### src/rtl/window_feeder_if.sv
// Bundle of control, character, window and mesh-override signals around window_feeder.
// master is the feeder side; slave is the producer/mesh side.
interface window_feeder_if #(
   parameter int CHARACTER_WIDTH = 8,
   parameter int PC_WIDTH        = 8,
   parameter int CC_ID_BITS      = 1
);
   localparam int W = 2 ** CC_ID_BITS;

   logic                          start;
   logic [PC_WIDTH-1:0]           start_pc;
   logic                          char_valid;
   logic                          char_ready;
   logic [CHARACTER_WIDTH-1:0]    char_data;
   logic                          char_last;
   logic [W*CHARACTER_WIDTH-1:0]  cur_window;
   logic [W-1:0]                  cur_window_enable;
   logic [W-1:0]                  cur_window_end_of_s;
   logic                          new_char;
   logic [W-1:0]                  elaborating_chars;
   logic                          any_bb_accept;
   logic                          any_bb_running;
   logic                          override_valid;
   logic                          override_ready;
   logic [PC_WIDTH+CC_ID_BITS-1:0] override_data;
   logic                          busy;
   logic                          done;
   logic                          accepted;

   modport master (
      input  start, start_pc, char_valid, char_data, char_last,
             elaborating_chars, any_bb_accept, any_bb_running, override_ready,
      output char_ready, cur_window, cur_window_enable, cur_window_end_of_s,
             new_char, override_valid, override_data, busy, done, accepted
   );

   modport slave (
      output start, start_pc, char_valid, char_data, char_last,
             elaborating_chars, any_bb_accept, any_bb_running, override_ready,
      input  char_ready, cur_window, cur_window_enable, cur_window_end_of_s,
             new_char, override_valid, override_data, busy, done, accepted
   );
endinterface

### src/rtl/window_feeder.sv
// Keeps a circular window of character slots loaded ahead of the coprocessor mesh,
// injects one start-PC token per character and retires slots once the mesh is done with them.
module window_feeder #(
   parameter int CHARACTER_WIDTH = 8,
   parameter int PC_WIDTH        = 8,
   parameter int CC_ID_BITS      = 1,
   parameter int SETTLE_CYCLES   = 2
) (
   input logic clk,
   input logic rst,
   window_feeder_if.master bus
);
   localparam int W = 2 ** CC_ID_BITS;
   localparam logic [3:0] SETTLE_LOAD = 4'(SETTLE_CYCLES);

   typedef enum logic [1:0] {IDLE, RUN, DRAIN} state_t;

   state_t state_q, state_d;

   logic [W-1:0][CHARACTER_WIDTH-1:0] slot_q, slot_d;
   logic [W-1:0]          enable_q, enable_d;
   logic [W-1:0]          endOfS_q, endOfS_d;
   logic [W-1:0]          injected_q, injected_d;
   logic [CC_ID_BITS-1:0] head_q, head_d;
   logic [CC_ID_BITS-1:0] tail_q, tail_d;
   logic [CC_ID_BITS-1:0] inj_q, inj_d;
   logic                  lastSeen_q, lastSeen_d;
   logic                  accepted_q, accepted_d;
   logic                  newChar_q, newChar_d;
   logic                  done_q, done_d;
   logic [3:0]            settle_q, settle_d;
   logic [PC_WIDTH-1:0]   startPc_q, startPc_d;

   logic startFire;
   logic charReady;
   logic overrideValid;
   logic fillFire;
   logic injFire;
   logic retireFire;
   logic drainExit;

   // State register.
   always_ff @(posedge clk or negedge rst) begin
      if (!rst) begin
         state_q <= IDLE;
      end else begin
         state_q <= state_d;
      end
   end

   // Next state: the string ends when the slot carrying the terminator retires,
   // then waits for the mesh to quiesce before reporting completion.
   always_comb begin
      state_d = state_q;
      unique case (state_q)
         IDLE:    if (bus.start) state_d = RUN;
         RUN:     if (retireFire && endOfS_q[head_q]) state_d = DRAIN;
         DRAIN:   if (!bus.any_bb_running) state_d = IDLE;
         default: state_d = IDLE;
      endcase
   end

   // Handshake qualifiers; ready/valid depend on registered state only.
   always_comb begin
      startFire     = (state_q == IDLE) && bus.start;
      charReady     = (state_q == RUN) && !enable_q[tail_q] && !lastSeen_q;
      overrideValid = (state_q == RUN) && enable_q[inj_q] && !injected_q[inj_q];
      fillFire      = charReady && bus.char_valid;
      injFire       = overrideValid && bus.override_ready;
      retireFire    = (state_q == RUN) && enable_q[head_q] && injected_q[head_q]
                      && !bus.elaborating_chars[head_q] && (settle_q == 4'd0);
      drainExit     = (state_q == DRAIN) && !bus.any_bb_running;
   end

   // Window bookkeeping. Fill always targets an empty slot and retire a full one,
   // so both can update the same vectors in one cycle without colliding.
   always_comb begin
      slot_d     = slot_q;
      enable_d   = enable_q;
      endOfS_d   = endOfS_q;
      injected_d = injected_q;
      head_d     = head_q;
      tail_d     = tail_q;
      inj_d      = inj_q;
      lastSeen_d = lastSeen_q;
      accepted_d = accepted_q;
      startPc_d  = startPc_q;
      settle_d   = (settle_q != 4'd0) ? settle_q - 4'd1 : 4'd0;
      newChar_d  = 1'b0;
      done_d     = drainExit;

      if (startFire) begin
         slot_d     = '0;
         enable_d   = '0;
         endOfS_d   = '0;
         injected_d = '0;
         head_d     = '0;
         tail_d     = '0;
         inj_d      = '0;
         lastSeen_d = 1'b0;
         accepted_d = 1'b0;
         settle_d   = 4'd0;
         startPc_d  = bus.start_pc;
      end

      if (fillFire) begin
         slot_d[tail_q]     = bus.char_data;
         enable_d[tail_q]   = 1'b1;
         endOfS_d[tail_q]   = bus.char_last;
         injected_d[tail_q] = 1'b0;
         tail_d             = tail_q + 1'b1;
         if (bus.char_last) lastSeen_d = 1'b1;
      end

      if (injFire) begin
         injected_d[inj_q] = 1'b1;
         inj_d             = inj_q + 1'b1;
         settle_d          = SETTLE_LOAD;
      end

      if (retireFire) begin
         enable_d[head_q] = 1'b0;
         endOfS_d[head_q] = 1'b0;
         head_d           = head_q + 1'b1;
         settle_d         = SETTLE_LOAD;
         newChar_d        = 1'b1;
      end

      if ((state_q != IDLE) && bus.any_bb_accept) accepted_d = 1'b1;
   end

   // Datapath registers.
   always_ff @(posedge clk or negedge rst) begin
      if (!rst) begin
         slot_q     <= '0;
         enable_q   <= '0;
         endOfS_q   <= '0;
         injected_q <= '0;
         head_q     <= '0;
         tail_q     <= '0;
         inj_q      <= '0;
         lastSeen_q <= 1'b0;
         accepted_q <= 1'b0;
         newChar_q  <= 1'b0;
         done_q     <= 1'b0;
         settle_q   <= 4'd0;
         startPc_q  <= '0;
      end else begin
         slot_q     <= slot_d;
         enable_q   <= enable_d;
         endOfS_q   <= endOfS_d;
         injected_q <= injected_d;
         head_q     <= head_d;
         tail_q     <= tail_d;
         inj_q      <= inj_d;
         lastSeen_q <= lastSeen_d;
         accepted_q <= accepted_d;
         newChar_q  <= newChar_d;
         done_q     <= done_d;
         settle_q   <= settle_d;
         startPc_q  <= startPc_d;
      end
   end

   assign bus.char_ready          = charReady;
   assign bus.override_valid      = overrideValid;
   assign bus.override_data       = {inj_q, startPc_q};
   assign bus.cur_window          = slot_q;
   assign bus.cur_window_enable   = enable_q;
   assign bus.cur_window_end_of_s = endOfS_q;
   assign bus.new_char            = newChar_q;
   assign bus.busy                = (state_q != IDLE);
   assign bus.done                = done_q;
   assign bus.accepted            = accepted_q;
endmodule

### src/flat_wrapper.sv
// flat-port wrapper written by rule: the top's interface ports become plain ports
module window_feeder_flat 
#(
   parameter int CHARACTER_WIDTH = 8,
   parameter int PC_WIDTH        = 8,
   parameter int CC_ID_BITS      = 1,
   parameter int SETTLE_CYCLES   = 2
)
  (clk, rst, bus_start, bus_start_pc, bus_char_valid, bus_char_data, bus_char_last, bus_elaborating_chars, bus_any_bb_accept, bus_any_bb_running, bus_override_ready, bus_char_ready, bus_cur_window, bus_cur_window_enable, bus_cur_window_end_of_s, bus_new_char, bus_override_valid, bus_override_data, bus_busy, bus_done, bus_accepted);
  window_feeder_if #(.CHARACTER_WIDTH(CHARACTER_WIDTH), .PC_WIDTH(PC_WIDTH), .CC_ID_BITS(CC_ID_BITS)) bus_i ();
  input logic clk;
  input logic rst;
  input wire logic [$bits(bus_i.start)-1:0] bus_start;
  input wire logic [$bits(bus_i.start_pc)-1:0] bus_start_pc;
  input wire logic [$bits(bus_i.char_valid)-1:0] bus_char_valid;
  input wire logic [$bits(bus_i.char_data)-1:0] bus_char_data;
  input wire logic [$bits(bus_i.char_last)-1:0] bus_char_last;
  input wire logic [$bits(bus_i.elaborating_chars)-1:0] bus_elaborating_chars;
  input wire logic [$bits(bus_i.any_bb_accept)-1:0] bus_any_bb_accept;
  input wire logic [$bits(bus_i.any_bb_running)-1:0] bus_any_bb_running;
  input wire logic [$bits(bus_i.override_ready)-1:0] bus_override_ready;
  output wire logic [$bits(bus_i.char_ready)-1:0] bus_char_ready;
  output wire logic [$bits(bus_i.cur_window)-1:0] bus_cur_window;
  output wire logic [$bits(bus_i.cur_window_enable)-1:0] bus_cur_window_enable;
  output wire logic [$bits(bus_i.cur_window_end_of_s)-1:0] bus_cur_window_end_of_s;
  output wire logic [$bits(bus_i.new_char)-1:0] bus_new_char;
  output wire logic [$bits(bus_i.override_valid)-1:0] bus_override_valid;
  output wire logic [$bits(bus_i.override_data)-1:0] bus_override_data;
  output wire logic [$bits(bus_i.busy)-1:0] bus_busy;
  output wire logic [$bits(bus_i.done)-1:0] bus_done;
  output wire logic [$bits(bus_i.accepted)-1:0] bus_accepted;
  assign bus_i.start = bus_start;
  assign bus_i.start_pc = bus_start_pc;
  assign bus_i.char_valid = bus_char_valid;
  assign bus_i.char_data = bus_char_data;
  assign bus_i.char_last = bus_char_last;
  assign bus_i.elaborating_chars = bus_elaborating_chars;
  assign bus_i.any_bb_accept = bus_any_bb_accept;
  assign bus_i.any_bb_running = bus_any_bb_running;
  assign bus_i.override_ready = bus_override_ready;
  assign bus_char_ready = bus_i.char_ready;
  assign bus_cur_window = bus_i.cur_window;
  assign bus_cur_window_enable = bus_i.cur_window_enable;
  assign bus_cur_window_end_of_s = bus_i.cur_window_end_of_s;
  assign bus_new_char = bus_i.new_char;
  assign bus_override_valid = bus_i.override_valid;
  assign bus_override_data = bus_i.override_data;
  assign bus_busy = bus_i.busy;
  assign bus_done = bus_i.done;
  assign bus_accepted = bus_i.accepted;
  window_feeder #(.CHARACTER_WIDTH(CHARACTER_WIDTH), .PC_WIDTH(PC_WIDTH), .CC_ID_BITS(CC_ID_BITS), .SETTLE_CYCLES(SETTLE_CYCLES)) u_core (.clk(clk), .rst(rst), .bus(bus_i));
endmodule
### config.mk
export PLATFORM = sky130hd
export DESIGN_NAME = window_feeder_flat
export DESIGN_NICKNAME = d
export VERILOG_FILES = /design/src/rtl/window_feeder_if.sv /design/src/rtl/window_feeder.sv /design/src/flat_wrapper.sv
export SDC_FILE = /design/constraint.sdc
export NUM_CORES = 1
export LEC_CHECK = 0
export CORE_ASPECT_RATIO = 0.7
export CORE_MARGIN = 3
export CORE_UTILIZATION = 50
export DETAILED_ROUTE_END_ITERATION = 8
export PLACE_DENSITY = 0.94
export SYNTH_ARGS = -nofsm -noshare
export SYNTH_HDL_FRONTEND = slang
export SYNTH_SLANG_ARGS = --single-unit
### constraint.sdc
create_clock -name clk -period 2.62 [get_ports clk]
set_input_delay 0.786 -clock clk [delete_from_list [all_inputs] [get_ports clk]]
set_output_delay 0.786 -clock clk [all_outputs]
set_load 0.02 [all_outputs]
==> results of run 1 <==
## sequential cells by signal, summed over array words and instances (netlist names), 2 cells and up
register and flops:
u_core.startPc_q 8, u_core.state_q 2, u_core.bus.cur_window_end_of_s 2, u_core.injected_q 2, u_core.settle_q 4, u_core.bus.cur_window_enable 2, u_core.bus.cur_window 16
## Yosys cell counts, drive strengths merged, types with 2 or more instances
| master | number | area, um2 |
|---|---|---|
| nand2 | 38 | 143 |
| o21ai | 10 | 50.1 |
| ha | 2 | 25.0 |
| inv | 12 | 45.0 |
| a211oi | 2 | 20.0 |
| buf | 9 | 53.8 |
| nand4bb | 2 | 38.8 |
| a21oi | 3 | 15.0 |
| o211ai | 10 | 75.1 |
| mux2i | 12 | 120 |
| or3b | 2 | 17.5 |
| nand4b | 2 | 32.5 |
| or2 | 2 | 12.5 |
| nor2 | 5 | 18.8 |
| dfrtp | 43 | 1080 |
| nor4 | 2 | 12.5 |
| a22oi | 2 | 15.0 |
| nor3 | 4 | 20.0 |
| nor3b | 4 | 30.0 |
| nand2b | 2 | 12.5 |
| a32o | 3 | 30.0 |
## metrics by stage
step           hold slack (ps)  cells  instance area [um2]  worst slack, ps
6_report                   395    301                 2750              124
3_5_place_dp               463    293                 2660              161
4_1_cts                    399    301                 2750              122
3_3_place_gp               457    293                 2660              292
5_1_grt                    415    301                 2750             85.5
2_1_floorplan              437    183                 1980              582
## worst min path at each step
stage,from,to,slack (ps),cells after the start
2_1_floorplan,u_core.settle_q[0],u_core.settle_q[0],440,1
3_3_place_gp,u_core.startPc_q[2],u_core.startPc_q[2],460,2
3_5_place_dp,u_core.settle_q[0],u_core.settle_q[0],460,1
4_1_cts,rst,u_core.bus.cur_window[4],400,1
5_1_grt,rst,u_core.startPc_q[6],410,1
6_report,rst,u_core.bus.cur_window[4],390,1
## per-layer routing
layer / up-vias / wire, um / track usage
li1: 773 / - / -
met4: 0 / 48 / 0.0530
met3: 5 / 413 / 0.0581
met5: - / 0 / 0
met2: 76 / 2520 / 0.387
met1: 831 / 2200 / 0.316
## report_power, final
group	switching [W]	total (W)	internal [W]
registers	0.000257	0.00120	0.000948
clock network	0.000223	0.000410	0.000186
logic	0.000822	0.00157	0.000745
total	0.00130	0.00318	0.00188
## final cells by class
cell class / count / area (um2) / share of cell area
inverters: 12 / 45.0 / 0.0164
flip-flops and latches: 43 / 1080 / 0.393
repair buffers: 70 / 668 / 0.243
well taps: 50 / 62.6 / 0.0228
multi-input cells: 118 / 807 / 0.294
clock inverters: 2 / 12.5 / 0.00456
clock buffers: 6 / 72.6 / 0.0264
## worst max-delay path, delay by kind of cell, from the launching register on
kind | cells | cell delay (ps)
simple gates | 1 | 310
buf+inv | 2 | 710
flops | 1 | 390
## placed cells by master, fill, tap and decap left out, drive strengths merged
cell / synthesis / final
nand4bb: 2 / 2
clkdlybuf4s50: 0 / 57
o21ai: 10 / 10
a22oi: 2 / 2
nand2: 38 / 38
o211ai: 10 / 10
a21oi: 3 / 3
inv: 12 / 12
ha: 2 / 2
clkinv: 0 / 1
a32o: 3 / 3
nand3b: 1 / 1
or3b: 2 / 2
nor3b: 4 / 4
o21bai: 1 / 1
nor2: 5 / 5
and4bb: 1 / 1
nand4b: 2 / 2
o311ai: 1 / 1
a211o: 1 / 1
nand3: 1 / 1
xnor2: 1 / 1
buf: 9 / 11
clkbuf: 1 / 6
dfrtp: 43 / 43
nand2b: 2 / 2
or2: 2 / 2
nor3: 4 / 4
mux2i: 12 / 12
a2111oi: 1 / 1
clkinvlp: 0 / 1
a211oi: 2 / 2
nor4: 2 / 2
and3b: 1 / 1
o2111a: 1 / 1
dlygate4sd2: 0 / 2
or3: 1 / 1
## kinds of logic (layout without fill, tap and decap cells)
logic type / count (synthesis) / after routing / share of synthesized area
DFF: 43 / 43 / 0.543
and+or+nand+nor: 68 / 68 / 0.191
AOI/OAI and AO/OA: 35 / 35 / 0.136
buffers and inverters: 22 / 90 / 0.0518
xor gates and xnor gates: 1 / 1 / 0.00442
muxes: 12 / 12 / 0.0606
adders and majority gates: 2 / 2 / 0.0126
==> metrics.md, run 1 <==
| Metric | Value |
|---|---|
| Clock Tree Buf Depth | `2` |
| Worst Path Required | `1830 ps` |
| Via/cell ratio | `5.60` |
| Final period utilization | `0.953` |
| Net Count, Synth | `211` |
| Avg WL per Cell | `17.2 um` |
| Synth Flop Type | `dfrtp_1` |
| Gr usage total | `0.235` |
| Layout overhead on the synthesized area | `38.7%` |
| Yosys warning count | `0` |
| Synth Area per Inst | `10.8 um2` |
| Share of cells above drive strength 1 | `0.112` |
| Filler cell count | `245` |
| Reg2reg setup slack | `700 ps` |
| Vias in the first global route | `1722` |
| Worst-path fanout max | `8` |
| Crit Path Class | `reg2out` |
| Final Max Slew Viols | `0` |
| Total Power | `0.00318 W` |
| Status | `finished, final reports clean` |
| Post-Route Setup TNS | `0 ps` |
| WL final | `5180 um` |
| Crit path from | `u_core.state_q[0]` |
| CTS hold repair buffers | `0` |
| Root buffer cell | `clkbuf_8` |
| Port bufs | `60` |
| Hold Crit Class | `in2async` |
| Sequential fraction of the synthesis area | `0.543` |
| Residual DRC | `0` |
| Die height | `58.7 um` |
| Final hold violation count | `0` |
| Critical path capture point | `bus_busy` |
| Clock Skews | `6.85 ps` |
| Worst setup EP type | `primary output` |
| Detail Placement HPWL | `3900 um` |
| CTS tree | `built` |
| GR Overflow Total | `0` |
| H-Tree Depth | `2` |
| Synth Cell Area | `1980 um2` |
| Post-CTS setup buffers | `0` |
| Reg clk slew, reported paths | `80 ps` |
| Layout Nets | `278` |
| Setup violators final | `0` |
| Vias | `1685` |
| Pwr Density | `1160 nW/um2` |
| R2R cell count | `5` |
| Highest Clock Rate | `401 MHz` |
| Crit path time final | `2500 ps` |
| Worst path slowest cell | `clkdlybuf4s50_1` |
| Largest net degree at the start of global routing | `30` |
| DRT Pass-1 Iters | `4` |
| Die area | `4760 um2` |
| Startpoint types | `flop` |
| Gate Count Post-Synth | `183` |
| Initial Util | `0.540` |
| Worst r2r src | `u_core.settle_q[0]` |
| Clock latency on the worst-skew pair | `290 ps` |
| Cell variety after synth | `39` |
| First-pass GRT wire length | `8300 um` |
| # rows | `18` |
| Crit path DAT | `1710 ps` |
| CTS buffer count | `5` |
| Post-CTS sizing | `5` |
| Clock sink count | `43` |
| Asr flop ratio synth | `1.00` |
| Final ANT Viol Nets | `0` |
| Initial drt markers | `82` |
| Ports | `61` |
| Initial antenna violation count | `0` |
| Slew @ Worst Pin | `512 ps` |
| Post-Route Utilization | `0.748` |
| Peak VDD IR | `696 uV` |
| Core area | `3670 um2` |
| Max-cap violations | `0` |
| Number of synthesized register bits | `43` |
| Sequence of cells on the critical path | `buf_4 > or2_2 > clkdlybuf4s50_1` |
| RR Endpoint | `u_core.bus.cur_window_enable[1]` |
| Leakage power total | `1.27 nW` |
| Slowest stage delay, CP | `540 ps` |
| Die width | `81.2 um` |
| Number of flops mapped to enable cells by yosys | `0` |
| RSZ-0062 raised after global routing | `no` |
| Relative slew slack | `0.658` |
| Placer Congestion | `0.861` |
| Ant diodes | `0` |
(Power assumes the default switching activity.)
==> run 2, diff against run 1 <==
Settings changed: CORE_ASPECT_RATIO 0.7 to 1.75.
==> metrics.md, run 2 (synthesized netlist as in run 1, its figures left out) <==
| Metric | Value |
|---|---|
| Worst path bufs/invs | `1` |
| Reg clk slew, reported paths | `90 ps` |
| Clk network pwr share | `0.136` |
| Switch share | `0.408` |
| Core area | `3700 um2` |
| Sw power | `0.00130 W` |
| Post-Route Setup TNS | `0 ps` |
| DRT Pass-1 Iters | `4` |
| Sequence of cells on the critical path | `or2_2 > clkdlybuf4s50_1` |
| Crit path from | `u_core.state_q[0]` |
| Worst path slowest cell | `clkdlybuf4s50_1` |
| Crit path DAT | `1660 ps` |
| Filler cell count | `272` |
| Largest net degree at the start of global routing | `36` |
| Final period utilization | `0.932` |
| Final hold violation count | `0` |
| Via/cell ratio | `5.56` |
| Clock Skews | `7.20 ps` |
| Layout overhead on the synthesized area | `38.1%` |
| Clock latency on the worst-skew pair | `300 ps` |
| CTS tree | `built` |
| Non-filler cells, final | `295` |
| Crit path time final | `2440 ps` |
| Worst setup EP type | `primary output` |
| Port bufs | `60` |
| Slowest stage delay, CP | `540 ps` |
| Status | `finished, final reports clean` |
| Vias in the first global route | `1659` |
| Residual DRC | `0` |
| Worst-path fanout max | `9` |
| Placer Congestion | `0.763` |
| Final Max Slew Viols | `0` |
| Relative slew slack | `0.672` |
| Worst Path Required | `1830 ps` |
| Gr usage total | `0.227` |
| Logic pwr share | `0.484` |
| Clock Tree Buf Depth | `2` |
| Avg WL per Cell | `16.0 um` |
| Root buffer cell | `clkbuf_8` |
| Startpoint types | `flop` |
| Max-cap violations | `0` |
| Leakage power total | `1.27 nW` |
| Max reg flops | `16` |
| Die area | `4780 um2` |
| Post-CTS setup buffers | `0` |
| Die width | `53.6 um` |
| Ant diodes | `0` |
| Die height | `89.3 um` |
| Pwr Density | `1160 nW/um2` |
| GR Overflow Total | `0` |
| Peak VDD IR | `850 uV` |
| Setup violators final | `0` |
| Flop pwr share | `0.380` |
| Most frequent cells in the layout | `clkdlybuf4s50_1, dfrtp_1, nand2_1` |
| Crit Path Class | `reg2out` |
| RSZ-0062 raised after global routing | `no` |
| Ports | `61` |
| # rows | `29` |
| First-pass GRT wire length | `7770 um` |
| Initial antenna violation count | `0` |
| H-Tree Depth | `2` |
| Slew @ Worst Pin | `493 ps` |
| Hold Crit Class | `in2async` |
| Worst r2r src | `u_core.settle_q[0]` |
| Clock sink count | `43` |
| Detail Placement HPWL | `3400 um` |
| Final ANT Viol Nets | `0` |
| Delay-heaviest family, CP | `buffers and inverters` |
| Vias | `1641` |
| Cells after DPL | `287` |
| Layout Nets | `276` |
| Initial drt markers | `37` |
| Highest Clock Rate | `409 MHz` |
| WL final | `4730 um` |
| CTS buffer count | `5` |
| Initial Util | `0.535` |
| Share of cells above drive strength 1 | `0.108` |
| Commonest non-fill, non-tap cell in the layout | `clkdlybuf4s50_1` |
| P_int | `0.00188 W` |
## run 2: changes by cell type in the layout (fill, tap and decap cells not counted), sizes merged
| cell | previous run | this run |
|---|---|---|
| clkbuf | 6 | 5 |
| clkinv | 1 | 2 |
| buf | 11 | 9 |
## run 2: per-layer routing
layer	up-vias	routed length, um	track usage
li1	765	-	-
met1	793	1710	0.265
met2	73	2560	0.381
met3	10	354	0.0584
met4	0	110	0.107
met5	-	0	0
## run 2: worst reg2reg max path: stages (launching register included)
cell	delay, ps
dfrtp_1	400
inv_1	80
ha_1	180
or3b_1	460
a211oi_2	390
a22oi_1	160
## run 2: worst paths after layout
kind | to | slack [ps] | cells past startpoint
max reg2reg | u_core.bus.cur_window_end_of_s[1] | 800 | 5
max | bus_busy | 180 | 2
min reg2reg | u_core.settle_q[0] | 480 | 1
min in group clk | u_core.settle_q[0] | 480 | 1
max in group asynchronous | u_core.tail_q | 1620 | 2
min | u_core.settle_q[2] | 440 | 1
## run 2: final cells by class
class / instances / area [um2] / share of cell area
well taps: 46 / 57.6 / 0.0210
clock inverters: 3 / 25.0 / 0.00915
clock buffers: 5 / 68.8 / 0.0252
inverters: 12 / 45.0 / 0.0165
multi-input cells: 118 / 807 / 0.295
flip-flops and latches: 43 / 1080 / 0.394
repair buffers: 68 / 653 / 0.239
## run 2: metrics by stage
step | worst slack [ps] | power, W | hold slack (ps) | utilization | area (um2)
6_report | 178 | 0.00317 | 437 | 0.739 | 2740
4_1_cts | 179 | 0.00320 | 439 | 0.739 | 2740
3_5_place_dp | 212 | 0.00276 | 460 | 0.712 | 2640
5_1_grt | 107 | 0.00339 | 458 | 0.739 | 2740
2_1_floorplan | 582 | 0.00206 | 437 | - | 1980
3_3_place_gp | 294 | 0.00269 | 457 | 0.712 | 2640
## run 2: repair_timing
item | CTS | global route
endpoints found under the setup margin | 2 | 0
resized for setup | 5 | 0
hold buffers | 0 | 0
## run 2: power groups by stage
stage / clock network, W / registers (W) / logic [W]
6_report: 0.000432 / 0.00121 / 0.00154
5_1_grt: 0.000471 / 0.00124 / 0.00167
4_1_cts: 0.000442 / 0.00121 / 0.00155
3_5_place_dp: 0 / 0.00121 / 0.00155
3_3_place_gp: 0 / 0.00119 / 0.00150
2_1_floorplan: 0 / 0.00141 / 0.000657
==> run 3, diff against run 2 <==
--- a/config.mk
+++ b/config.mk
@@ -8,7 +8,7 @@
 export CORE_ASPECT_RATIO = 1.75
 export CORE_MARGIN = 3
-export CORE_UTILIZATION = 50
+export CORE_UTILIZATION = 46
 export DETAILED_ROUTE_END_ITERATION = 8
-export PLACE_DENSITY = 0.94
+export PLACE_DENSITY = 0.88
 export SYNTH_ARGS = -nofsm -noshare
 export SYNTH_HDL_FRONTEND = slang
==> constraint.sdc (replaced) <==
create_clock -name clk -period 2.3 [get_ports clk]
set_input_delay 0.69 -clock clk [delete_from_list [all_inputs] [get_ports clk]]
set_output_delay 0.69 -clock clk [all_outputs]
set_load 0.1 [all_outputs]
==> metrics.md, run 3 (synthesized netlist as in run 1, its figures left out) <==
| Metric | Value |
|---|---|
| RSZ-0062 raised after global routing | `no` |
| Max-cap violations | `0` |
| Root buffer cell | `clkbuf_8` |
| Slowest stage delay, CP | `450 ps` |
| GR Overflow Total | `0` |
| Detail Placement HPWL | `3480 um` |
| Layout Nets | `275` |
| Setup violators final | `0` |
| Reg clk slew, reported paths | `80 ps` |
| Crit path time final | `2200 ps` |
| Final Max Slew Viols | `0` |
| Clock Skews | `7.46 ps` |
| # rows | `31` |
| Ports | `61` |
| Gr usage total | `0.195` |
| Die width | `55.6 um` |
| Final hold violation count | `0` |
| Relative slew slack | `0.544` |
| Worst path bufs/invs | `1` |
| H-Tree Depth | `2` |
| Final worst slack | `95.9 ps` |
| Placer Congestion | `0.767` |
| Final period utilization | `0.958` |
| Startpoint types | `flop` |
| Ant diodes | `0` |
| Crit Path Class | `reg2out` |
| Clock Tree Buf Depth | `2` |
| Avg WL per Cell | `15.9 um` |
| Post-CTS setup buffers | `0` |
| Port bufs | `60` |
| Core area | `4150 um2` |
| Status | `finished, final reports clean` |
| Most frequent cells in the layout | `dfrtp_1, nand2_1, buf_4` |
| CTS buffer count | `5` |
| Vias in the first global route | `1682` |
| Worst setup EP type | `primary output` |
| Largest net degree at the start of global routing | `32` |
| Initial antenna violation count | `0` |
| WL final | `4730 um` |
| Sequence of cells on the critical path | `nand2b_2 > nor3b_4 > buf_12` |
| Commonest non-fill, non-tap cell in the layout | `dfrtp_1` |
| Layout overhead on the synthesized area | `40.6%` |
| Delay-heaviest family, CP | `simple AND/OR/NAND/NOR gates` |
| Final ANT Viol Nets | `0` |
| Share of cells above drive strength 1 | `0.258` |
| First-pass GRT wire length | `7860 um` |
| Worst r2r src | `u_core.settle_q[0]` |
| Clock latency on the worst-skew pair | `300 ps` |
| Clock sink count | `43` |
| Post-Route Utilization | `0.671` |
| Max reg flops | `16` |
| Highest Clock Rate | `454 MHz` |
| DRT Pass-1 Iters | `4` |
| Initial Util | `0.477` |
| Die height | `92.8 um` |
| Via/cell ratio | `5.38` |
| Crit path from | `u_core.state_q[1]` |
| Vias | `1598` |
| Hold Crit Class | `in2async` |
| Residual DRC | `0` |
| Worst path slowest cell | `dfrtp_1` |
| Post-Route Setup TNS | `0 ps` |
| Initial drt markers | `28` |
| Final hold slack | `426 ps` |
| CTS tree | `built` |
| Worst-path fanout max | `8` |
| Die area | `5160 um2` |
| Pre-CTS setup slack | `105 ps` |
| Crit path DAT | `1510 ps` |
| Worst Path Required | `1610 ps` |
| Slew @ Worst Pin | `684 ps` |
-- run 3: cell types whose count changed in the layout (fill, tap and decap cells not counted), moves of 2 or more --
cell	previous run	this run
buf_12	0	7
clkdlybuf4s50_1	57	24
buf_4	8	35
dlygate4sd2_1	2	0
dfrtp_2	2	0
dfrtp_4	0	2
clkinv_4	2	0
-- run 3: worst reg2reg max path: stages, from the launching register on --
cell,delay [ps]
dfrtp_1,400
inv_1,90
ha_1,190
or3b_1,470
a211oi_2,390
a22oi_1,160
-- run 3: layout make-up --
| class | instances | area, um2 |
|---|---|---|
| fillers | 315 | 1370 |
| flip-flops and latches | 43 | 1080 |
| repair buffers | 67 | 648 |
| clock inverters | 2 | 35.0 |
| multi-input cells | 118 | 828 |
| well taps | 49 | 61.3 |
| clock buffers | 6 | 82.6 |
| inverters | 12 | 45.0 |
-- run 3: metal layers --
metal,global-route usage,vias up,share of wire
met1,0.205,768,0.36
met4,0.101,0,0.027
met2,0.354,57,0.56
li1,-,761,-
met3,0.0460,12,0.056
met5,0,-,0
-- run 3: what timing repair did --
item                       CTS  global route
setup endpoints to repair    1             1
pin swaps                    0             0
gates resized for setup      1             1
hold buffers                 0             0
-- run 3: worst paths after layout --
kind	depth (start not counted)	slack [ps]	end
worst max-delay path	3	100	bus_char_ready
worst min-delay path	1	430	u_core.injected_q[1]
worst max register to register	5	440	u_core.bus.cur_window_enable[1]
worst min register to register	1	480	u_core.settle_q[0]
max in group asynchronous	2	1230	u_core.startPc_q[7]
min in group clk	1	480	u_core.settle_q[0]
-- run 3: per-stage QoR --
| step | std cells | area (um2) |
|---|---|---|
| floorplan | 183 | 2010 |
| global placement | 289 | 2660 |
| detailed placement | 289 | 2660 |
| CTS | 297 | 2780 |
| global route | 297 | 2780 |
| finish | 297 | 2780 |
Power of run 3 is left out: the tool's default activity adds up to more than one toggle a clock period on the data nets, which glitch-free logic cannot reach.
